## config.mk

```make
export PLATFORM = sky130hd
export DESIGN_NAME = spi_master_multi
export DESIGN_NICKNAME = d
export VERILOG_FILES = /design/src/rtl/spi_master_multi.sv
export SDC_FILE = /design/constraint.sdc
export NUM_CORES = 1
export LEC_CHECK = 0
export BUFFER_PORTS_ARGS = -buffer_cell sky130_fd_sc_hd__buf_2
export CAP_MARGIN = 20
export CELL_PAD_IN_SITES_DETAIL_PLACEMENT = 2
export CELL_PAD_IN_SITES_GLOBAL_PLACEMENT = 2
export CORE_MARGIN = 1
export CORE_UTILIZATION = 30
export CTS_CLUSTER_SIZE = 20
export DETAILED_ROUTE_END_ITERATION = 16
export GPL_TIMING_DRIVEN = 0
export HOLD_SLACK_MARGIN = 0.03
export PLACE_DENSITY_LB_ADDON = 0.1
export SYNTH_ARGS = -nofsm -noshare
export SYNTH_HDL_FRONTEND = slang
export SYNTH_SLANG_ARGS = --single-unit
```

## constraint.sdc

```tcl
create_clock -name clk -period 1.8 [get_ports clk]
set_input_delay 0.27 -clock clk [delete_from_list [all_inputs] [get_ports clk]]
set_output_delay 0.27 -clock clk [all_outputs]
set_load 0.02 [all_outputs]
```

## src/rtl/spi_master_multi.sv

```systemverilog
// spi_master_multi: SPI master with run-time CPOL/CPHA and NUM_CS active-low selects.
// A frame runs SETUP (CS low, SCLK idle), XFER (DATA_W SCLK periods) and HOLD
// (CS kept low), then returns to IDLE with a one-cycle done pulse.
// Optional feature: define SPI_MASTER_LOOPBACK_EN to add a 'loopback' input that
// feeds MOSI back into the receive shifter and keeps every CS line high.
module spi_master_multi #(
  parameter int  DATA_W  = 32,
  parameter int  CLK_DIV = 2,
  parameter int  NUM_CS  = 4,
  localparam int CS_W    = (NUM_CS > 1) ? $clog2(NUM_CS) : 1
) (
  input  logic              clk,
  input  logic              rst,
  input  logic              start,
  input  logic              cpol,
  input  logic              cpha,
  input  logic [CS_W-1:0]   cs_sel,
  input  logic [DATA_W-1:0] tx_data,
  output logic [DATA_W-1:0] rx_data,
  output logic              busy,
  output logic              done,
`ifdef SPI_MASTER_LOOPBACK_EN
  input  logic              loopback,
`endif
  output logic              SPI_SCLK,
  output logic              SPI_MOSI,
  input  logic              SPI_MISO,
  output logic [NUM_CS-1:0] SPI_CS
);
  localparam int DIV_W = $clog2(CLK_DIV + 1);
  localparam int HC_W  = $clog2(2 * DATA_W + 1);

  typedef enum logic [1:0] {IDLE, SETUP, XFER, HOLD} state_t;

  state_t              state_q, state_d;
  logic [DIV_W-1:0]    div_q, div_d;
  logic [HC_W-1:0]     hcnt_q, hcnt_d;
  logic                sclk_q, sclk_d, mosi_q, mosi_d;
  logic                cpol_q, cpol_d, cpha_q, cpha_d, done_q, done_d;
  logic [DATA_W-1:0]   tx_q, tx_d, rxsh_q, rxsh_d, rx_q, rx_d;
  logic [NUM_CS-1:0]   cs_q, cs_d;
  logic                sin;

`ifdef SPI_MASTER_LOOPBACK_EN
  logic lb_q, lb_d;
  assign sin = lb_q ? mosi_q : SPI_MISO;
`else
  assign sin = SPI_MISO;
`endif

  // Next-state and datapath: everything is computed here and registered below.
  always_comb begin
    state_d = state_q;
    div_d   = div_q;
    hcnt_d  = hcnt_q;
    sclk_d  = sclk_q;
    mosi_d  = mosi_q;
    cpol_d  = cpol_q;
    cpha_d  = cpha_q;
    tx_d    = tx_q;
    rxsh_d  = rxsh_q;
    rx_d    = rx_q;
    cs_d    = cs_q;
    done_d  = 1'b0;
`ifdef SPI_MASTER_LOOPBACK_EN
    lb_d    = lb_q;
`endif
    case (state_q)
      IDLE: begin
        if (start) begin
          state_d = SETUP;
          div_d   = '0;
          hcnt_d  = '0;
          cpol_d  = cpol;
          cpha_d  = cpha;
          sclk_d  = cpol;
          rxsh_d  = '0;
          // Out-of-range cs_sel matches no line, so the frame runs unselected.
          cs_d    = '1;
          for (int i = 0; i < NUM_CS; i++)
            if (cs_sel == CS_W'(i)) cs_d[i] = 1'b0;
`ifdef SPI_MASTER_LOOPBACK_EN
          lb_d = loopback;
          if (loopback) cs_d = '1;
`endif
          // cpha=0 presents the MSB before the first edge; cpha=1 waits for it.
          if (cpha) begin
            tx_d = tx_data;
          end else begin
            mosi_d = tx_data[DATA_W-1];
            tx_d   = tx_data << 1;
          end
        end
      end
      SETUP: begin
        div_d = div_q + 1'b1;
        if (div_q == DIV_W'(CLK_DIV - 1)) begin
          div_d   = '0;
          state_d = XFER;
        end
      end
      XFER: begin
        div_d = div_q + 1'b1;
        if (div_q == DIV_W'(CLK_DIV - 1)) begin
          div_d  = '0;
          sclk_d = ~sclk_q;
          hcnt_d = hcnt_q + 1'b1;
          // Leading edge leaves the idle level; it samples when cpha=0, shifts when cpha=1.
          if ((sclk_q == cpol_q) != cpha_q) begin
            rxsh_d = {rxsh_q[DATA_W-2:0], sin};
          end else begin
            mosi_d = tx_q[DATA_W-1];
            tx_d   = {tx_q[DATA_W-2:0], 1'b0};
          end
          if (hcnt_q == HC_W'(2 * DATA_W - 1)) state_d = HOLD;
        end
      end
      HOLD: begin
        // CLK_DIV+1 cycles: one half-period of CS hold plus the registered done edge.
        div_d = div_q + 1'b1;
        if (div_q == DIV_W'(CLK_DIV)) begin
          state_d = IDLE;
          div_d   = '0;
          cs_d    = '1;
          rx_d    = rxsh_q;
          done_d  = 1'b1;
        end
      end
      default: state_d = IDLE;
    endcase
  end

  // State and datapath registers; reset aborts any frame silently.
  always_ff @(posedge clk or negedge rst) begin
    if (!rst) begin
      state_q <= IDLE;
      div_q   <= '0;
      hcnt_q  <= '0;
      sclk_q  <= 1'b0;
      mosi_q  <= 1'b0;
      cpol_q  <= 1'b0;
      cpha_q  <= 1'b0;
      tx_q    <= '0;
      rxsh_q  <= '0;
      rx_q    <= '0;
      cs_q    <= '1;
      done_q  <= 1'b0;
`ifdef SPI_MASTER_LOOPBACK_EN
      lb_q    <= 1'b0;
`endif
    end else begin
      state_q <= state_d;
      div_q   <= div_d;
      hcnt_q  <= hcnt_d;
      sclk_q  <= sclk_d;
      mosi_q  <= mosi_d;
      cpol_q  <= cpol_d;
      cpha_q  <= cpha_d;
      tx_q    <= tx_d;
      rxsh_q  <= rxsh_d;
      rx_q    <= rx_d;
      cs_q    <= cs_d;
      done_q  <= done_d;
`ifdef SPI_MASTER_LOOPBACK_EN
      lb_q    <= lb_d;
`endif
    end
  end

  assign busy     = (state_q != IDLE);
  assign done     = done_q;
  assign rx_data  = rx_q;
  assign SPI_SCLK = sclk_q;
  assign SPI_MOSI = mosi_q;
  assign SPI_CS   = cs_q;
endmodule

```

==> results.sh <==
export IMPL_switching_share=0.216
export IMPL_syn_inst=499
export IMPL_setup_viol=63
export IMPL_grt_pass1_wl_mm=27.0
export IMPL_netlist_area_sq_mm=0.00525
export IMPL_avgRoutedWirePerCell_um=20.0
export IMPL_dp_cells=798
export IMPL_synth_seq_cells=116
export IMPL_cts_made_buffers=17
export IMPL_seq_area_frac_synth=0.554
export IMPL_fin_worst_skew_ns=0.0134
export IMPL_grt_usage=0.192
export IMPL_synthArstFlopShare=1.00
export IMPL_ys_flop_type="dfrtp_1"
export IMPL_vias=4506
export IMPL_grt_setup_unrepaired="true"
export IMPL_path_class="flip-flop to flip-flop"
export IMPL_hold_ws_ns=0.0408
export IMPL_grt_pass1_vias=4992
export IMPL_synth_edff_count=0
export IMPL_drive_above_1_share=0.403
export IMPL_relSlewSlack=0.656
export IMPL_gp_congestion=0.708
export IMPL_stdcell_count=863
export IMPL_netSwitchingPower_uw=1390
export IMPL_synth_area_per_cell_sq_um=10.5
export IMPL_critPathArrivalTime_ns=2.25
export IMPL_grt_start_max_net_pins=90
export IMPL_hold_class="input port to flip-flop"
export IMPL_cts_tree="yes"
export IMPL_pwr_share_clk=0.551
export IMPL_timing_fmax_mhz=517
export IMPL_hpwl_mm=10.2
export IMPL_busiest_layer="met2"
export IMPL_die_height_um=134
export IMPL_grt_overflow_total=0
export IMPL_root_buffer="clkbuf_16"
export IMPL_ys_types=47
export IMPL_fin_crit_ns=1.94
export IMPL_clkLatencyLatePin_ns=0.42
export IMPL_end_kind="flip-flop"
export IMPL_ir_drop_mv=0.625
export IMPL_final_common_cell="dfrtp_1"
export IMPL_area_growth_synth_to_final_pct=43.9
export IMPL_fin_nets=675
export IMPL_critPathMaxFanout=6
export IMPL_hold_violations=0
export IMPL_drt_total_wl_mm=17.2
export IMPL_final_cell_mix="dfrtp_1 (112), nand2_1 (104), buf_2 (83)"
export IMPL_pwr_share_comb=0.037
export IMPL_grt_util_met1=0.259
export IMPL_worstPathRequired_ns=2.11
export IMPL_powerDensity_mw_per_mm2=851
export IMPL_initial_core_util=0.312
export IMPL_outcome="finished with violations"
export IMPL_failed_checks="setup timing"
export IMPL_groute_layer_met3_usage=0.0435
export IMPL_timing_final_ws_setup_ns=-0.136
export IMPL_boundaryPins=80
export IMPL_fp_coreArea_sq_mm=0.0168
export IMPL_p_int_uw=5040
export IMPL_synth_fp_nets=544
export IMPL_viasPerCell=5.22
export IMPL_row_count=47
export IMPL_die_area_sq_mm=0.0180
export IMPL_p_seq_frac=0.412
export IMPL_slew_violations=0
export IMPL_drtIter0Drc=179
export IMPL_path_clk_slew_ns=0.05
export IMPL_post_route_period_util=1.08
export IMPL_num_antenna_cells=0
export IMPL_numPortBuffers=78
export IMPL_power_leakage_uw=0.00356
export IMPL_clock_sinks=116
export IMPL_final_antenna_net_count=0
export IMPL_remaining_drc_errors=0
export IMPL_antenna_found_initial=0
export IMPL_ys_warn_count=0
export IMPL_die_w_um=134
export IMPL_maxCapViolations=0
export IMPL_cp_start_kind="flip-flop"
export IMPL_htree_levels=4
export IMPL_max_clock_path_buffers=2
export IMPL_tightest_slew_ns=0.516
export IMPL_grt_util_met2=0.310
export IMPL_dr_pass1_iters=5
[registers in the layout, summed over array words and instances (netlist names), 2 cells and up]
register	cells
SPI_CS	4
div_q	2
hcnt_q	7
rx_data	32
rxsh_q	32
state_q	2
tx_q	32
[final cells by class]
cell class | instances | area (sq um)
Buffer | 31 | 265
Fill cell | 1754 | 9270
Timing Repair Buffer | 117 | 806
Clock buffer | 24 | 492
Clock inverter | 8 | 121
Multi-Input combinational cell | 336 | 2630
Sequential cell | 116 | 2910
Inverter | 11 | 53.8
Tap cell | 220 | 275
[Yosys cell counts, types with 2 or more instances]
master / count / share of area
a31oi_1: 2 / 0.0024
mux2_2: 3 / 0.0064
nand2_1: 104 / 0.074
clkbuf_1: 19 / 0.014
nor2_1: 41 / 0.029
nand3_1: 2 / 0.0019
o211ai_1: 2 / 0.0029
o21ai_2: 2 / 0.0033
o22ai_1: 31 / 0.037
a211oi_1: 2 / 0.0029
dfrtp_1: 112 / 0.53
buf_4: 4 / 0.0057
o21ai_0: 6 / 0.0057
a21oi_1: 9 / 0.0086
xnor2_1: 3 / 0.0050
xor2_1: 2 / 0.0033
nor2b_1: 2 / 0.0024
buf_2: 11 / 0.010
mux2i_1: 32 / 0.061
a22o_1: 32 / 0.053
a2bb2oi_1: 2 / 0.0033
nand2b_1: 3 / 0.0036
dfstp_2: 4 / 0.020
nor3_1: 2 / 0.0019
a221oi_1: 30 / 0.050
ha_1: 5 / 0.012
or4_1: 2 / 0.0029
inv_1: 10 / 0.0072
o31ai_1: 2 / 0.0029
[final timing paths]
path	start	end	slack, ns	cells after the start
worst max-delay path	state_q[1]	tx_q[5]	-0.14	8
worst min-delay path	cs_sel[1]	SPI_CS[2]	0.04	2
worst max register to register	state_q[1]	tx_q[5]	-0.14	8
worst min register to register	rx_data[24]	rx_data[24]	0.47	2
max in group asynchronous	rst	rx_data[26]	0.74	3
min in group asynchronous	rst	tx_q[7]	0.30	2
[cells by family after synthesis]
| kind of cell | after synthesis | share of synthesized area |
|---|---|---|
| muxes | 37 | 0.0725 |
| adders and majority gates | 5 | 0.0119 |
| AOI/OAI and AO/OA | 127 | 0.185 |
| DFF | 116 | 0.554 |
| xor gates and xnor gates | 6 | 0.0129 |
| and+or+nand+nor | 161 | 0.123 |
| buffers and inverters | 47 | 0.0405 |
[worst max-delay path, cell delays in order (launching register included)]
cell	delay (ns)
dfrtp_1	0.42
inv_2	0.10
ha_4	0.20
mux2_4	0.35
o211ai_4	0.10
buf_6	0.15
buf_6	0.13
o22ai_1	0.08
a221oi_1	0.28
[per-stage QoR]
stage | TNS (ns) | power, uW | cell area [sq um] | utilization | worst slack, ns
after floorplan | 0 | 2770 | 5250 | - | 0.0182
after global placement | -159.53 | 2900 | 5920 | 0.352 | -1.12
after detailed placement | -40.46 | 2920 | 5950 | 0.354 | -0.523
after CTS | -6.80 | 6480 | 7140 | 0.424 | -0.137
after global routing | -8.22 | 6640 | 7550 | 0.449 | -0.215
final | -3.87 | 6430 | 7550 | 0.449 | -0.136
[power groups by stage]
| stage | Combinational (uW) | Clock [uW] | Sequential (uW) |
|---|---|---|---|
| 4_1_cts | 239 | 3590 | 2650 |
| 3_5_place_dp | 229 | 0 | 2690 |
| 5_1_grt | 263 | 3730 | 2650 |
| 6_report | 238 | 3550 | 2650 |
| 3_3_place_gp | 212 | 0 | 2690 |
| 2_1_floorplan | 78.1 | 0 | 2690 |
[what timing repair did]
action                                  4_1_cts  5_1_grt
endpoints found under the setup margin      106      110
setup buffers                                12       18
endpoints found under the hold margin        27        0
resized for setup                           106       65
cloned                                        6        1
pin swaps                                    39       56
hold buffers                                  1        0
[routing by layer]
metal  up-vias  part of all wire
met5         -                 0
met4         0             0.014
met3        21             0.026
met2        66              0.50
met1      2347              0.46
li1       2072                 -
Power figures use the tool's default switching activity.
